File: config.mk
export PLATFORM = sky130hd
export DESIGN_NAME = sc_stream_counter_flat
export DESIGN_NICKNAME = d
export VERILOG_FILES = /design/src/rtl/sc_stream_counter_if.sv /design/src/rtl/sc_stream_counter.sv /design/src/flat_wrapper.sv
export SDC_FILE = /design/constraint.sdc
export NUM_CORES = 1
export LEC_CHECK = 0
export CAP_MARGIN = 20
export CORE_MARGIN = 3
export CORE_UTILIZATION = 54
export CTS_CLUSTER_DIAMETER = 80
export DETAILED_ROUTE_END_ITERATION = 8
export HOLD_SLACK_MARGIN = 0.02
export PLACE_DENSITY = 0.86
export RECOVER_POWER = 25
export SLEW_MARGIN = 0
export SYNTH_ARGS = -nofsm -noshare
export SYNTH_HDL_FRONTEND = slang
export SYNTH_SLANG_ARGS = --single-unit
File: constraint.sdc
create_clock -name clk -period 3.78 [get_ports clk]
set_clock_uncertainty 0.2 [all_clocks]
set_input_delay 0.567 -clock clk [delete_from_list [all_inputs] [get_ports clk]]
set_output_delay 0.567 -clock clk [all_outputs]
set_load 0.02 [all_outputs]
File: src/rtl/sc_stream_counter_if.sv
// rtl/sc_stream_counter_if.sv - controller/converter handshake and bitstream bundle for sc_stream_counter
interface sc_stream_counter_if #(
  parameter int CNT_WIDTH = 8
);
  logic                 start;
  logic                 abort;
  logic                 inBit;
  logic                 busy;
  logic [CNT_WIDTH-1:0] result;
  logic                 valid;

  modport master (
    output start, abort, inBit,
    input  busy, result, valid
  );

  modport slave (
    input  start, abort, inBit,
    output busy, result, valid
  );
endinterface

File: src/rtl/sc_stream_counter.sv
// rtl/sc_stream_counter.sv - stochastic-to-binary ones counter over a 2^CNT_WIDTH window
// Define SCCNT_WARMUP_EN to discard the first WARMUP bits after start.
module sc_stream_counter #(
  parameter int CNT_WIDTH = 8,
  parameter int WARMUP    = 8
) (
  input  logic                clk,
  input  logic                rst_n,
  sc_stream_counter_if.slave  io
);

  typedef enum logic [1:0] {
    S_IDLE  = 2'd0,
    S_COUNT = 2'd1,
    S_DONE  = 2'd2
`ifdef SCCNT_WARMUP_EN
    , S_WARM = 2'd3
`endif
  } state_e;

  state_e               state_q, state_d;
  logic [CNT_WIDTH:0]   ones_q, ones_d;
  logic [CNT_WIDTH-1:0] win_q, win_d;
  logic [CNT_WIDTH-1:0] result_q, result_d;

`ifdef SCCNT_WARMUP_EN
  logic [7:0]           warm_q, warm_d;
`else
  logic [7:0]           unused_warmup;
  assign unused_warmup = 8'(WARMUP);
`endif

  always_ff @(posedge clk or negedge rst_n) begin
    if (!rst_n) begin
      state_q  <= S_IDLE;
      ones_q   <= '0;
      win_q    <= '0;
      result_q <= '0;
`ifdef SCCNT_WARMUP_EN
      warm_q   <= '0;
`endif
    end else begin
      state_q  <= state_d;
      ones_q   <= ones_d;
      win_q    <= win_d;
      result_q <= result_d;
`ifdef SCCNT_WARMUP_EN
      warm_q   <= warm_d;
`endif
    end
  end

  always_comb begin
    state_d  = state_q;
    ones_d   = ones_q;
    win_d    = win_q;
    result_d = result_q;
`ifdef SCCNT_WARMUP_EN
    warm_d   = warm_q;
`endif
    case (state_q)
      S_IDLE: begin
        if (io.start) begin
          ones_d  = '0;
          win_d   = '0;
`ifdef SCCNT_WARMUP_EN
          warm_d  = '0;
          state_d = S_WARM;
`else
          state_d = S_COUNT;
`endif
        end
      end
`ifdef SCCNT_WARMUP_EN
      S_WARM: begin
        warm_d = warm_q + 8'd1;
        if (warm_q == 8'(WARMUP - 1)) begin
          state_d = S_COUNT;
        end
      end
`endif
      S_COUNT: begin
        ones_d = ones_q + {{CNT_WIDTH{1'b0}}, io.inBit};
        win_d  = win_q + CNT_WIDTH'(1);
        if (win_q == '1) begin
          state_d = S_DONE;
          // The extra ones_d bit only sets for an all-ones window; clamp it.
          result_d = ones_d[CNT_WIDTH] ? '1 : ones_d[CNT_WIDTH-1:0];
        end
      end
      S_DONE: begin
        state_d = S_IDLE;
      end
      default: begin
        state_d = S_IDLE;
      end
    endcase
    // Abort beats everything, including a window finishing on this edge.
    if (io.abort) begin
      state_d  = S_IDLE;
      result_d = result_q;
    end
  end

  assign io.busy   = (state_q != S_IDLE);
  assign io.valid  = (state_q == S_DONE);
  assign io.result = result_q;

endmodule

File: src/flat_wrapper.sv
// flat-port wrapper written by rule: the top's interface ports become plain ports
module sc_stream_counter_flat 
#(
  parameter int CNT_WIDTH = 8,
  parameter int WARMUP    = 8
)
  (clk, rst_n, io_start, io_abort, io_inBit, io_busy, io_result, io_valid);
  sc_stream_counter_if #(.CNT_WIDTH(CNT_WIDTH)) io_i ();
  input  logic clk;
  input  logic rst_n;
  input wire logic [$bits(io_i.start)-1:0] io_start;
  input wire logic [$bits(io_i.abort)-1:0] io_abort;
  input wire logic [$bits(io_i.inBit)-1:0] io_inBit;
  output wire logic [$bits(io_i.busy)-1:0] io_busy;
  output wire logic [$bits(io_i.result)-1:0] io_result;
  output wire logic [$bits(io_i.valid)-1:0] io_valid;
  assign io_i.start = io_start;
  assign io_i.abort = io_abort;
  assign io_i.inBit = io_inBit;
  assign io_busy = io_i.busy;
  assign io_result = io_i.result;
  assign io_valid = io_i.valid;
  sc_stream_counter #(.CNT_WIDTH(CNT_WIDTH), .WARMUP(WARMUP)) u_core (.clk(clk), .rst_n(rst_n), .io(io_i));
endmodule
* Word level (Yosys, flattened, before mapping)
Index checks and enable logic that the tools add are counted.
** Operators by class
- Add/sub/neg operators :: 2
- Reductions and logical operators :: 6
- Bitwise logic cells :: 1
- Eq/ne operators :: 6
- Multipliers :: 0
- Multiplexer cells :: 9
- $lt $le $gt $ge :: 0
- Div/mod/pow operators :: 0
- Shifts and indexed selects :: 0
** Operators with widths (number)
- 9-bit one-hot mux with 2 select lines :: 1
- 8-bit two-way mux :: 2
- 8-bit one-hot mux with 2 select lines :: 1
- 9-bit by 1-bit adder with 9-bit output :: 1
- 9-bit two-way mux :: 1
- 8-bit by 1-bit adder with 8-bit output, second input constant :: 1
- 8-bit == test, second input constant :: 1
- 2-bit two-way mux :: 3
- 2-bit one-hot mux with 2 select lines :: 1
- 2-bit AND reduction :: 2
- 2-bit nonzero test :: 2
- 3-bit by 2-bit inequality test with 1-bit output, second input constant :: 1
- 3-bit inequality test, second input constant :: 1
- 3-bit AND reduction :: 1
- 2-bit by 1-bit == test with 1-bit output, second input constant :: 1
- 2-bit == test, second input constant :: 1
- 2-bit zero test :: 1
- 2-bit inequality test, second input constant :: 1
- 1-bit inverter :: 1
** Word-level totals
- RAM bits :: 0
- Latch bits :: 0
- Register bits :: 27
- Bits in read-only memories :: 0
- Logic and storage cells :: 28
- Bits of input ports :: 5
- Output and inout port bits :: 10
- Memories kept :: 0

* Logic depth before layout (Yosys ltp)
- Word-level depth :: 4
- Depth in mapped cells :: 6
- Mapped depth without buffers :: 6

* Least setup slack after synthesis
No wires, ideal clock.
- Path type :: input -> register
- Start point :: input io_inBit
- End point :: register u_core.result_q[2], in the netlist u_core.io.result[2]
- Buffers on the path :: 0
- Library setup time :: 0.149 ns
- Required time :: 3.431 ns
- Setup slack :: 1.674 ns
- Arrival :: 1.757 ns
- Cell stages on the path :: 6
- Cell sequence :: ha_1 -> ha_1 -> nand3_2 -> nor3_4 -> xnor2_1 -> a31oi_1
** Between the ends
- Word-level cells in the longest chain between the ends :: 2
** RTL lines
- start: declaration :: line flat_wrapper.sv:13 : input wire logic [$bits(io_i.inBit)-1:0] io_inBit;
- 9-bit by 1-bit adder with 9-bit output :: line sc_stream_counter.sv:83 : ones_d = ones_q + {{CNT_WIDTH{1'b0}}, io.inBit};
- 8-bit two-way mux :: line sc_stream_counter.sv:88 : result_d = ones_d[CNT_WIDTH] ? '1 : ones_d[CNT_WIDTH-1:0];
- end signal: assignment :: line sc_stream_counter.sv:46 : result_q <= result_d;
- end: declaration :: line sc_stream_counter.sv:24 : logic [CNT_WIDTH-1:0] result_q, result_d;
No other way between the ends.
A chain may end at the register's enable or synchronous reset.

* Final worst setup path
Same ends and word-level chain as after synthesis.

==> summary.md <==
| Metric | Value |
|---|---|
| Status | `completed` |
| Initial antenna violation count | `0` |
| Placer Congestion | `0.8184` |
| Clk root buf | `clkbuf_4` |
| Avg WL per Cell | `14.92 um` |
| Bufs and invs on worst path | `1` |
| Yosys top cell by area | `dfrtp_1` |
| Filler instances | `176` |
| Required time worst endpoint | `3750 ps` |
| DR vias | `1,020` |
| First-pass GRT wire length | `4733 um` |
| Worst-path clk slew | `140 ps` |
| Clk buf depth | `2` |
| WS Path Type | `in2reg` |
| Worst hold path type | `reg2reg` |
| CORE AREA | `0.002276 sq mm` |
| Tmin final | `2486 ps` |
| Maximum VDD drop | `0.2628 mV` |
| Area share of the largest cell type after synthesis | `51.09%` |
| Layout cell share with drive strength beyond 1 | `8.000%` |
| Starting Density | `58.11%` |
| Placed cells | `174` |
| Layout net count | `159` |
| First-pass detailed-route iteration total | `6` |
| Worst path most repeated cell | `ha_1` |
| GRT overflow | `0` |
| Die Ht | `55.49 um` |
| Setup Buffers After CTS | `0` |
| Initial DRC count | `38` |
| Post-Synth Adder-Cell Area | `2.838%` |
| Final Hold Slack | `330.6 ps` |
| Post-synthesis sequential area ratio | `51.09%` |
| Post-Synth XOR/XNOR Area | `5.298%` |
| Max cap viols | `0` |
| Vias per inst | `5.730` |
| Largest net degree at the start of global routing | `28` |
| Number of routed nets with antenna violations | `0` |
| Cell Area, Synth | `0.001323 sq mm` |
| Arrival time worst endpoint | `2460 ps` |
| CP peak stage delay | `460 ps` |
| Largest family of logic cells by synthesized area | `simple AND/OR/NAND/NOR gates` |
| Slew margin rel. | `4.275%` |
| Mapped Cells | `134` |
| Flops & latches, synth | `27` |
| Crit-path slowest cell | `clkdlybuf4s50_1` |
| Register Area | `675.6 sq um` |
| Sink Count | `27` |
| Row count | `17` |
| Crit path max-delay family | `buffers and inverters` |
| Port bufs | `14` |
| CP startpoint kind | `primary input` |
| Highest Clock Rate | `402.3 MHz` |
| Drt drc | `0` |
| Crit. End Element | `flop` |
| Pins Over Slew Limit | `0` |
| Post-synth EDFFs | `0` |
| Global router's overall resource usage | `18.99%` |
| Yosys warning count | `0` |
| DRT Wirelength | `2655 um` |
| Multi-input logic area | `605.6 sq um` |
| Ant. Diodes | `0` |
| Synth Flop Type | `dfrtp_1` |
| Post-Synth Simple-Gate Area | `20.25%` |
| Vias in the first global route | `996` |
| Setup TNS | `0 ps` |
| Static Leak | `0.6306 nW` |
| Placed wire-length estimate | `1871 um` |
| Ys async rst share | `100.0%` |
| Top Ports | `15` |
| CTS resizes | `0` |
| Net Count, Synth | `142` |
| CTS H-Tree Depth | `1` |
| Post-synthesis compound-gate area fraction | `16.65%` |
| Die area | `0.003079 sq mm` |
| RSZ-0062 raised after global routing | `false` |
| Distinct cells, synth | `31` |
| Post-synthesis mux area share | `0.7569%` |
| Final period util | `65.76%` |
| Critical Path Fanout Max | `8` |
| Clk_lat worst skew | `320 ps` |
| Worst-Margin Slew | `1436 ps` |
| Hold Fails Final Rpt | `0` |
| Final Setup Violations | `0` |
| Die Wd | `55.49 um` |
| CTS tree | `yes` |
| Critical-path cell list | `clkdlybuf4s50_1 > ha_1 > ha_1 > nand3_2 > nor3_4 > xnor2_1 > a31oi_1` |
| Non-filler instance count after layout | `178` |
| Synth area leaders | `dfrtp_1 51%, o21ai_0 5.7%, nand2_1 5.4%` |
| Area Overhead vs Synth | `14.38%` |
| Number of CTS-inserted buffers | `3` |
| CTS Hold Bufs | `0` |
| PD cells | `333.1 mW/mm^2` |
| Syn avg cell area | `9.870 sq um` |
[per-layer routing]
layer	wire (um)	vias up	global-route usage [%]
met2	1272	32	31.08
met4	27	0	4.861
met3	143	4	3.271
li1	-	501	-
met1	1212	483	26.14
met5	0	-	0
[stage by stage]
stage                     power (mW)  area, sq um  utilization, %  setup WS, ps
final                         0.5039         1513           66.47          1294
after global routing          0.5278         1513           66.47          1173
after CTS                     0.5051         1516           66.63          1296
after detailed placement      0.3849         1490           65.48         947.3
after global placement        0.3813         1490           65.48          1068
after floorplan               0.3528         1323               -          1674
[report_power, final]
group          leakage [nW]  internal (mW)  switching [mW]
Sequential            0.362          0.301          0.0105
Clock                0.0150         0.0413          0.0838
Combinational         0.254         0.0282          0.0388
Total                 0.631          0.371           0.133
[path summary, 6_finish.rpt]
check | depth (start not counted) | endpoint | slack (ps) | start
max | 7 | u_core.io.result[2] | 1290 | io_inBit
min | 2 | u_core.ones_q[0] | 330 | u_core.ones_q[0]
max reg2reg | 6 | u_core.io.result[2] | 1570 | u_core.ones_q[0]
min reg2reg | 2 | u_core.ones_q[0] | 330 | u_core.ones_q[0]
max in group asynchronous | 2 | u_core.ones_q[0] | 1660 | rst_n
min in group asynchronous | 2 | u_core.io.result[7] | 890 | rst_n
[cells in the final DEF (no fill, tap or decap), drive strengths merged]
| master | n |
|---|---|
| clkbuf | 5 |
| buf | 1 |
| o21bai | 2 |
| o21ai | 15 |
| nor2b | 2 |
| a22o | 2 |
| xnor2 | 5 |
| nor2 | 14 |
| nand4 | 2 |
| mux2i | 1 |
| o31ai | 1 |
| nor4 | 1 |
| o21a | 1 |
| dlygate4sd3 | 1 |
| and4 | 1 |
| inv | 5 |
| a31oi | 8 |
| or2 | 1 |
| o41ai | 1 |
| dfrtp | 27 |
| nor3 | 5 |
| ha | 3 |
| clkdlybuf4s50 | 13 |
| a21oi | 4 |
| nand3 | 4 |
| xor2 | 3 |
| nand2 | 19 |
| nand2b | 1 |
| o22ai | 2 |
[worst min-delay path, stage by stage, from the launching register on]
cell     delay [ps]
dfrtp_1         380
nand2_1          50
o21ai_0          70
[flip-flops by register name (all words and copies together) (netlist names)]
| name | cells |
|---|---|
| u_core.ones_q | 9 |
| u_core.io.result | 8 |
| u_core.win_q | 8 |
| u_core.state_q | 2 |
[kinds of logic (layout without fill, tap and decap cells)]
family | after synthesis | after routing
AO/OA/AOI/OAI | 36 | 36
XOR/XNOR | 8 | 8
adder cells (fa/ha/maj) | 3 | 3
buffers and inverters | 9 | 25
flip-flops | 27 | 27
multiplexers | 1 | 1
AND/OR/NAND/NOR | 50 | 50
[cell type report]
| cell class | instances | area share [%] |
|---|---|---|
| Multi-Input combinational cell | 98 | 40.03 |
| Inverter | 5 | 1.241 |
| Timing Repair Buffer | 16 | 10.01 |
| Tap cell | 28 | 2.316 |
| Clock buffer | 4 | 1.737 |
| Sequential cell | 27 | 44.67 |
[cells in the mapped netlist, types with 3 or more instances]
cell type and n:
inv_1 5, ha_1 3, o21ai_0 15, a21oi_1 4, xnor2_1 5, nand2_1 19, a31oi_1 7, nor2_1 13
clkbuf_1 3, xor2_1 3, nor3_1 4, dfrtp_1 27
No activity file was read; power rests on OpenSTA's default activity.
